<file path="src/rtl/ac_motor_dead_time.sv">
// Dead-time insertion stage for a three-leg inverter bridge.
// Each leg turns its s1..s3 command into complementary high/low gate drives.
// Both gates of a leg stay off for DEAD_CYCLES clocks around every transition.
// A global enable and a latched fault force every gate off.
module ac_motor_dead_time #(
    parameter int unsigned DEAD_CYCLES = 50,
    parameter int unsigned CNT_W       = 8
) (
    input  logic       clk,
    input  logic       reset,
    input  logic       enable,
    input  logic       fault,
    input  logic       s1,
    input  logic       s2,
    input  logic       s3,
    output logic [2:0] gh,
    output logic [2:0] gl,
    output logic       fault_lat
);

    typedef enum logic [2:0] {
        OFF,
        DT_H,
        HI,
        DT_L,
        LO
    } leg_state_t;

    localparam logic [CNT_W-1:0] RELOAD = CNT_W'(DEAD_CYCLES - 1);

    leg_state_t       state     [3];
    leg_state_t       state_nxt [3];
    logic [CNT_W-1:0] cnt       [3];
    logic [CNT_W-1:0] cnt_nxt   [3];
    logic [2:0]       gh_nxt;
    logic [2:0]       gl_nxt;
    logic [2:0]       cmd;
    logic             go;

    assign cmd = {s3, s2, s1};
    assign go  = enable & ~fault_lat & ~fault;

    // Per-leg next state, dead-time counter and gate drive, derived from the next state
    always_comb begin
        for (int unsigned i = 0; i < 3; i++) begin
            state_nxt[i] = state[i];
            cnt_nxt[i]   = cnt[i];
            gh_nxt[i]    = 1'b0;
            gl_nxt[i]    = 1'b0;

            if (!go) begin
                state_nxt[i] = OFF;
                cnt_nxt[i]   = '0;
            end else begin
                case (state[i])
                    OFF: begin
                        state_nxt[i] = cmd[i] ? DT_H : DT_L;
                        cnt_nxt[i]   = RELOAD;
                    end
                    LO: begin
                        if (cmd[i]) begin
                            state_nxt[i] = DT_H;
                            cnt_nxt[i]   = RELOAD;
                        end
                    end
                    HI: begin
                        if (!cmd[i]) begin
                            state_nxt[i] = DT_L;
                            cnt_nxt[i]   = RELOAD;
                        end
                    end
                    DT_H: begin
                        // A reversal restarts the full dead time toward the other side
                        if (!cmd[i]) begin
                            state_nxt[i] = DT_L;
                            cnt_nxt[i]   = RELOAD;
                        end else if (cnt[i] == '0) begin
                            state_nxt[i] = HI;
                        end else begin
                            cnt_nxt[i] = cnt[i] - 1'b1;
                        end
                    end
                    DT_L: begin
                        if (cmd[i]) begin
                            state_nxt[i] = DT_H;
                            cnt_nxt[i]   = RELOAD;
                        end else if (cnt[i] == '0) begin
                            state_nxt[i] = LO;
                        end else begin
                            cnt_nxt[i] = cnt[i] - 1'b1;
                        end
                    end
                    default: begin
                        state_nxt[i] = OFF;
                        cnt_nxt[i]   = '0;
                    end
                endcase
            end

            gh_nxt[i] = (state_nxt[i] == HI);
            gl_nxt[i] = (state_nxt[i] == LO);
        end
    end

    // State, counters, registered gate outputs and fault latch
    always_ff @(posedge clk) begin
        if (reset) begin
            for (int unsigned i = 0; i < 3; i++) begin
                state[i] <= OFF;
                cnt[i]   <= '0;
            end
            gh        <= '0;
            gl        <= '0;
            fault_lat <= 1'b0;
        end else begin
            for (int unsigned i = 0; i < 3; i++) begin
                state[i] <= state_nxt[i];
                cnt[i]   <= cnt_nxt[i];
            end
            gh        <= gh_nxt;
            gl        <= gl_nxt;
            fault_lat <= fault_lat | fault;
        end
    end

endmodule
</file>
<file path="config.mk">
export PLATFORM = sky130hd
export DESIGN_NAME = ac_motor_dead_time
export DESIGN_NICKNAME = d
export VERILOG_FILES = /design/src/rtl/ac_motor_dead_time.sv
export SDC_FILE = /design/constraint.sdc
export NUM_CORES = 1
export LEC_CHECK = 0
export BUFFER_PORTS_ARGS = -buffer_cell sky130_fd_sc_hd__buf_2
export CAP_MARGIN = 15
export CORE_MARGIN = 5
export CORE_UTILIZATION = 40
export DETAILED_ROUTE_END_ITERATION = 7
export GPL_TIMING_DRIVEN = 0
export PLACE_DENSITY = 0.61
export SLEW_MARGIN = 20
export SYNTH_ARGS = -nofsm -noshare
export SYNTH_HDL_FRONTEND = slang
export SYNTH_SLANG_ARGS = --single-unit
</file>
<file path="constraint.sdc">
create_clock -name clk -period 4.5 [get_ports clk]
set_clock_uncertainty 0.05 [all_clocks]
set_input_delay 0.9 -clock clk [delete_from_list [all_inputs] [get_ports clk]]
set_output_delay 0.9 -clock clk [all_outputs]
set_load 0.02 [all_outputs]
</file>
==> impl_summary.md, run 1 <==
Job
The max-cap check violation count is 0.

Min path
The worst hold path was traced through 2 stages. The min-delay analysis places its worst path in the category flop to flop.

Detailed routing
After the first detailed-routing iteration, the DRC count stood at 73. The number of nets with antenna violations after detailed routing is 0. The total number of vias is 1972. The number of remaining DRC errors is 0. Dividing the detail-routed via count by the number of cells gives 5.42. The first detailed-routing pass ran for 4 iterations. The routed wire length is 4.74 mm.

After detailed routing, the average wire length per cell comes to 13.0 microns.

Setup path
The cell with the biggest individual delay on the critical path is sky130_fd_sc_hd__or4b_1. STA classifies the critical path startpoint as a primary input. Data on the critical path is required at its endpoint by 4.67 ns. The worst setup path is captured at a flop.

The number of cells on the critical path is 6. STA puts the critical path data arrival time at 2.34 ns. The depth of the most critical reg-to-reg path is 6.

The worst setup slack for register-to-register paths is 2.37 ns. The worst reg2reg path startpoint is cnt[0][0]. The number of buffer and inverter stages on the critical path is 2. On the critical path the largest part of the delay comes from simple AND/OR/NAND/NOR gates. The critical-path maximum fanout is 10. The end of the worst register-to-register path is gh[0]. The critical path in this run is classified as primary input to flop. The critical path capture point is cnt[0][23].

The worst setup path startpoint is fault. Walking the worst path, the cells encountered are buf_2 -> or4b_1 -> clkbuf_1 -> nor2_2 -> a32oi_1 -> a21oi_1. The stage delay of the slowest cell on the critical path is 0.49 ns.

CTS
The H-tree depth is 2. The clock-pin slew on the worst setup and hold paths is 0.07 ns. TritonCTS built the clock tree.

For the worst-skew pair, the clock arrives at the later sink with an insertion delay of 0.29 ns. The number of hold buffers added after CTS was 0. The number of buffers created by CTS is 5.

The buffer type at the clock tree root is sky130_fd_sc_hd__clkbuf_8. In this run the post-CTS setup repair buffer count came out at 0. Once the clock tree was built, the resizer swapped 0 gates to a different size. Counting along the longest clock path gives a buffer depth of 2. The sink count of the clock tree is 40.

Floorplan
The initial utilization of the core area, before any placement, comes to 41.1%. The initialized floorplan defines 27 standard-cell rows. The floorplan step defined a core boundary enclosing 0.00547 sq mm. The die is 85.0 microns tall.

The die is 85.0 microns wide. The count of boundary I/O pins is 14. The die covers 0.00722 sq mm.

Synthesis
Sorting the synthesized cells by area gives the leading types as sky130_fd_sc_hd__dfxtp_1 36%, sky130_fd_sc_hd__a21oi_1 6.2%, sky130_fd_sc_hd__nand2_1 3.5%. Of the total synthesized cell area, the portion taken by AND, OR, NAND and NOR gates is 32.3%. The post-synthesis register bit count is 40. The number of enable-type register cells in the synthesized netlist is 0.

The total nets after synthesis is 284. Sequential elements use 35.6% of the synthesized area. The most used flip-flop cell after synthesis is sky130_fd_sc_hd__dfxtp_1. The share of async-settable or async-resettable flops after synthesis is 0%.

After synthesis, the largest family of logic cells by area is simple AND/OR/NAND/NOR gates. Summing the areas of all fa, ha and maj instances in the mapped netlist gives 2.78% of the synthesized area. After Yosys synthesis, XOR and XNOR cells account for 4.28% of the synthesized area.

The cell area after synthesis is 0.00225 sq mm. Summed over all instances, the cell type with the most area after synthesis is sky130_fd_sc_hd__dfxtp_1. Dividing the synthesized area by the synthesized cell count gives 8.27 sq um. The synthesized netlist devotes 20.2% of its cell area to compound gates. Synthesis produced 272 cells. The multiplexer share of the synthesized area is 1.39%. The number of warnings issued by yosys is 0. The area fraction of the dominant cell type after synthesis is 35.6%. The unique cell type count in the Yosys netlist is 58.

Cells and area
The layout has 555 filler cells. The final net count is 303. 0 antenna diodes ended up in the layout.

Across the whole layout, storage elements account for 801 sq um. In the final layout, the share of cells above drive strength 1 is 12.0%. The area growth from synthesis to layout is 12.3%.

The area occupied by multi-input gates is 0.00137 sq mm. The finished cells cover 0.00253 sq mm.

Placed design
The count of buffers added on input and output ports is 12. The placer congestion estimate is 0.825. Detailed placement finished with a half-perimeter wire length of 3.50 mm. In this run the cell area measured after placement is 0.00240 sq mm.

GRT
The number of antenna violations at the first check in global routing is 0. The via count of the first global-routing pass is 1819. The global-route wire length before repair is 8.51 mm.

The total global routing track utilization is 14.0%. The sum of overflow across all layers after global routing is 0. The pin count of the biggest net entering global routing is 13.

Timing
The final count of hold timing violations was 0. The actual transition at the worst max-transition pin is 0.731 ns. The number of setup violations in the final report is 0. The achievable frequency is 460 MHz. The final period demand of the worst path is 2.18 ns. The total negative slack for setup checks is 0 ns. The post-route worst hold slack is 0.446 ns. The max-slew violation count was 0.

Setup repair after global routing left no endpoint under its margin. The worst path uses 48.3% of the clock period. The relative slew slack is 51.1%.

Pwr
The reported leakage power is 0.931 nW. The cell area power density is 305 mW/mm^2. VDD sags by at most 0.155 mV. The sum of internal, switching and leakage power is 0.770 mW.

Outcome
The flow ran to the end, and the final reports show no timing, DRC or antenna violations.
==> power breakdown <==
group	switching [mW]	internal (mW)	leakage (nW)
clock network	0.125	0.196	0.0645
registers	0.00557	0.360	0.324
logic	0.0501	0.0334	0.543
==> through the flow <==
step | instances | utilization (%) | worst slack (ns)
final | 364 | 46.2 | 2.32
after global routing | 364 | 46.2 | 2.15
after CTS | 364 | 46.2 | 2.30
after detailed placement | 356 | 43.9 | 1.99
after global placement | 356 | 43.9 | 2.01
after floorplan | 272 | - | 2.21
==> tightest hold or removal path: cells and delay by family, from the launching register on <==
family,cells,cell delay [ns]
AO/OA/AOI/OAI,2,0.12
flip-flops,1,0.33
==> placed cells by master (no fill, tap or decap), types with 7 or more instances in the layout <==
cell type	n
sky130_fd_sc_hd__nor3_1	11
sky130_fd_sc_hd__clkbuf_8	7
sky130_fd_sc_hd__nor2b_1	7
sky130_fd_sc_hd__nor2_1	19
sky130_fd_sc_hd__nand3_1	10
sky130_fd_sc_hd__nand2_1	21
sky130_fd_sc_hd__a21oi_1	28
sky130_fd_sc_hd__buf_2	13
sky130_fd_sc_hd__clkbuf_1	10
sky130_fd_sc_hd__dfxtp_1	40
sky130_fd_sc_hd__inv_1	8
sky130_fd_sc_hd__o21ai_0	10
==> Yosys cell counts (2+ instances only) <==
| master | number |
|---|---|
| sky130_fd_sc_hd__nor2b_1 | 7 |
| sky130_fd_sc_hd__nand3b_1 | 2 |
| sky130_fd_sc_hd__mux2i_1 | 2 |
| sky130_fd_sc_hd__or3_1 | 5 |
| sky130_fd_sc_hd__xnor2_1 | 6 |
| sky130_fd_sc_hd__or4_1 | 4 |
| sky130_fd_sc_hd__xor2_1 | 5 |
| sky130_fd_sc_hd__a31oi_1 | 5 |
| sky130_fd_sc_hd__o21a_1 | 3 |
| sky130_fd_sc_hd__dfxtp_1 | 40 |
| sky130_fd_sc_hd__a21o_1 | 3 |
| sky130_fd_sc_hd__nand2_1 | 21 |
| sky130_fd_sc_hd__a211oi_1 | 5 |
| sky130_fd_sc_hd__o21ai_0 | 10 |
| sky130_fd_sc_hd__o21ai_1 | 5 |
| sky130_fd_sc_hd__nor4b_2 | 4 |
| sky130_fd_sc_hd__or3b_1 | 2 |
| sky130_fd_sc_hd__a22oi_1 | 2 |
| sky130_fd_sc_hd__clkbuf_1 | 10 |
| sky130_fd_sc_hd__or4b_1 | 4 |
| sky130_fd_sc_hd__o31ai_1 | 3 |
| sky130_fd_sc_hd__nor3b_1 | 5 |
| sky130_fd_sc_hd__ha_1 | 5 |
| sky130_fd_sc_hd__o31a_1 | 2 |
| sky130_fd_sc_hd__nor4_1 | 2 |
| sky130_fd_sc_hd__a21oi_1 | 28 |
| sky130_fd_sc_hd__nand3_1 | 10 |
| sky130_fd_sc_hd__nand4_1 | 4 |
| sky130_fd_sc_hd__a32oi_1 | 2 |
| sky130_fd_sc_hd__o22ai_1 | 3 |
| sky130_fd_sc_hd__nor3_1 | 11 |
| sky130_fd_sc_hd__inv_1 | 8 |
| sky130_fd_sc_hd__nor2_1 | 19 |
==> worst min path at each step <==
stage	startpoint	to	slack [ns]
finish	cnt[0][23]	cnt[0][23]	0.45
global route	cnt[0][15]	cnt[0][15]	0.47
CTS	cnt[0][15]	cnt[0][15]	0.45
detailed placement	cnt[0][15]	cnt[0][15]	0.44
global placement	cnt[0][23]	cnt[0][23]	0.43
floorplan	cnt[0][23]	cnt[0][23]	0.41
==> final cells by class <==
type                    instances  share of cell area, %
inverters                       8                   1.19
well taps                      72                   3.57
repair buffers                 12                   2.38
clock buffers                   7                   3.81
flip-flops and latches         40                   31.7
plain buffers                  12                   1.83
multi-input cells             212                   54.3
clock inverters                 1                   1.19
==> state kept, by name (all words and copies together), names as in the netlist <==
register	cells
cnt	24
gl	3
gh	3
fault_lat	1
state	9
==> kinds of logic (layout without fill, tap and decap cells) <==
logic type	Yosys count	count (layout)
AO/OA/AOI/OAI	75	75
multiplexers	3	3
XOR/XNOR	11	11
flip-flops	40	40
buffers and inverters	20	40
AND/OR/NAND/NOR	118	118
adder cells (fa/ha/maj)	5	5
==> metal layers <==
metal	track usage, %	share of wire (%)
met3	3.20	2.1
met2	22.3	46
met5	0	0
met1	18.8	51
met4	4.32	1.1
(Power assumes the default switching activity.)
==> run 2, diff against run 1 <==
PLACE_DENSITY = 0.64   (was 0.61)
clock period = 1.9 ns   (was 4.5 ns; I/O delays follow)
==> impl_summary.md, run 2 (synthesis results as in run 1) <==
Timing
The number of setup violations in the final report is 0. In the finished design, the share of the clock period the worst path needs comes to 95.3%. The final count of hold timing violations is 0. The achievable frequency is 552 MHz.

After layout, the worst setup slack is 0.0897 ns. Final hold analysis gives a worst-case slack of 0.272 ns. The worst path needs 1.81 ns of the cycle, external delays included. The max-slew violation count was 0. The actual transition at the worst max-transition pin is 0.782 ns.

The relative slew slack is 47.7%. The total negative slack for setup checks is 0 ns.

Pwr
In this run the power density over the cells is 685 mW/mm^2. The reported leakage power is 0.978 nW. The completed layout was analyzed and its total power is 1.77 mW.

The highest ir drop seen on vdd is 0.319 mV.

GRT
Entering global routing, the biggest net connects 13 pins. The sum of overflow across all layers after global routing is 0. The first global-routing pass estimated 8.47 mm of wire. The via count of the first global-routing pass is 1852. The number of antenna violations at the first check in global routing is 0. The total global routing track utilization is 14.0%.

Placed design
During placement, the flow inserted port buffers numbering 12. The area of placed instances is 0.00240 sq mm. The congestion estimate from routability-driven global placement came to 0.800. The wire-length estimate of the detail-placed layout is 3.42 mm. Before CTS, the worst setup slack after placement is -0.178 ns. Counting tap cells, the placed design contains a total of 356 instances.

CTS
The number of buffers created by CTS is 5. The buffer levels on the longest clock path is 2. The clock-pin slew on the worst setup and hold paths is 0.09 ns. The clock latency at the later pin of the worst-skew pair is 0.30 ns. CTS placed an instance of sky130_fd_sc_hd__clkbuf_8 at the clock tree root.

The H-tree depth is 2. The clock drives 40 sinks. TritonCTS built the clock tree.

Detailed routing
In the routed design, unresolved DRC markers number 0. The first detailed-routing pass ran for 4 iterations. The total number of vias is 2020. The routed wire length is 4.89 mm.

The detail route stage leaves a number of antenna-violating nets equal to 0. The iteration-0 DRC count of the detailed router is 87. In the routed layout, each cell is associated on average with a via count of 5.56. The wire length per cell after detailed routing is 13.5 microns.

Cells and area
The largest registers in the layout are cnt x24, state x9. The relative area change from synthesis to final layout is 15.0%. Once layout is complete, the cells apart from fillers number 363. The final core utilization is 47.3%. The largest register by flop count is cnt. The number of diodes added for antenna fixing is 0. The library cell used most frequently in the layout, excluding fill and tap cells, is sky130_fd_sc_hd__dfxtp_1. The post-route netlist has 18.6% of its cells at a drive strength greater than 1. The register with the most flip-flops in the layout has 24 of them.

The final net count is 302. After filler insertion, the fill cell instance count of the layout stands at 559. In the layout the commonest cells are 37 x sky130_fd_sc_hd__dfxtp_1, 26 x sky130_fd_sc_hd__a21oi_1, 20 x sky130_fd_sc_hd__nand2_1, 18 x sky130_fd_sc_hd__nor2_1, 13 x sky130_fd_sc_hd__buf_2. After routing the design area is 0.00259 sq mm.

Job
Max-cap violations in this run came to 0.

Min path
The worst hold path passes through 2 cells. The min-delay analysis places its worst path in the category primary input to flop. The worst hold path terminates at state[0][0].

In this run the most critical hold path is launched from reset.

Setup path
The startpoint-to-endpoint class of the critical path is flop to flop. The critical-path maximum fanout is 3. The worst setup slack for register-to-register paths is 0.09 ns. The startpoint type of the worst setup path is a flop. The depth of the most critical reg-to-reg path is 4. In this run the critical register-to-register path is captured at cnt[0][23]. At the worst endpoint, the required time is 2.07 ns. The arrival time at the worst endpoint is 1.98 ns. In this run the critical register-to-register path is launched from cnt[0][17].

The kind of end point of the critical path is a flop.

Floorplan
The floorplan step set the die height to 85.0 microns. The total core area is 0.00547 sq mm. For this configuration, the core starts out at a cell density of 41.1%.

The die outline area is 0.00722 sq mm. The count of boundary I/O pins is 14. The die is 85.0 microns wide. In this run the core area contains 27 standard-cell rows.

Outcome
The run finished with clean final reports.
run 2: what timing repair did:
item / in CTS / in global routing
resized for setup: 6 / 17
hold buffers: 0 / 0
pin swaps: 0 / 2
cloned: 0 / 0
setup buffers: 0 / 2
setup endpoints to repair: 7 / 20
hold endpoints to repair: 0 / 0
run 2: how the worst max path moves through the flow:
| stage | end | slack, ns | from |
|---|---|---|---|
| after floorplan | cnt[0][23] | 0.13 | s3 |
| after global placement | gh[0] | -0.16 | cnt[0][0] |
| after detailed placement | gh[0] | -0.18 | cnt[0][0] |
| after CTS | gh[0] | -0.007 | cnt[0][0] |
| after global routing | gh[0] | -0.01 | cnt[0][0] |
| final | cnt[0][23] | 0.09 | cnt[0][17] |
run 2: final cells by class:
cell class	count	area (sq um)	area share, %
Multi-Input combinational cell	212	1440	55.8
Buffer	9	36.3	1.40
Clock inverter	2	35.0	1.35
Inverter	8	30.0	1.16
Tap cell	72	90.1	3.48
Timing Repair Buffer	14	75.1	2.90
Sequential cell	40	805	31.1
Clock buffer	6	72.6	2.80
run 2: worst max-delay path: stages (launching register included):
cell,delay [ns]
sky130_fd_sc_hd__dfxtp_1,0.34
sky130_fd_sc_hd__or3_4,0.38
sky130_fd_sc_hd__or4_4,0.43
sky130_fd_sc_hd__or4_1,0.41
sky130_fd_sc_hd__a21oi_1,0.12
run 2: routing by layer:
metal  global-route usage [%]  vias to the layer above  share of wire, %
met3                     3.79                        7               3.5
met2                     21.3                       26                46
met4                     4.32                        0               1.7
li1                         -                     1040                 -
met1                     19.4                      947                49
met5                        0                        -                 0
run 2: power by group:
part	switching (mW)	internal (mW)	total, mW	leakage (nW)
clock	0.301	0.390	0.691	0.0552
combinational	0.121	0.0902	0.212	0.597
sequential	0.0178	0.853	0.871	0.325
total	0.440	1.33	1.77	0.978
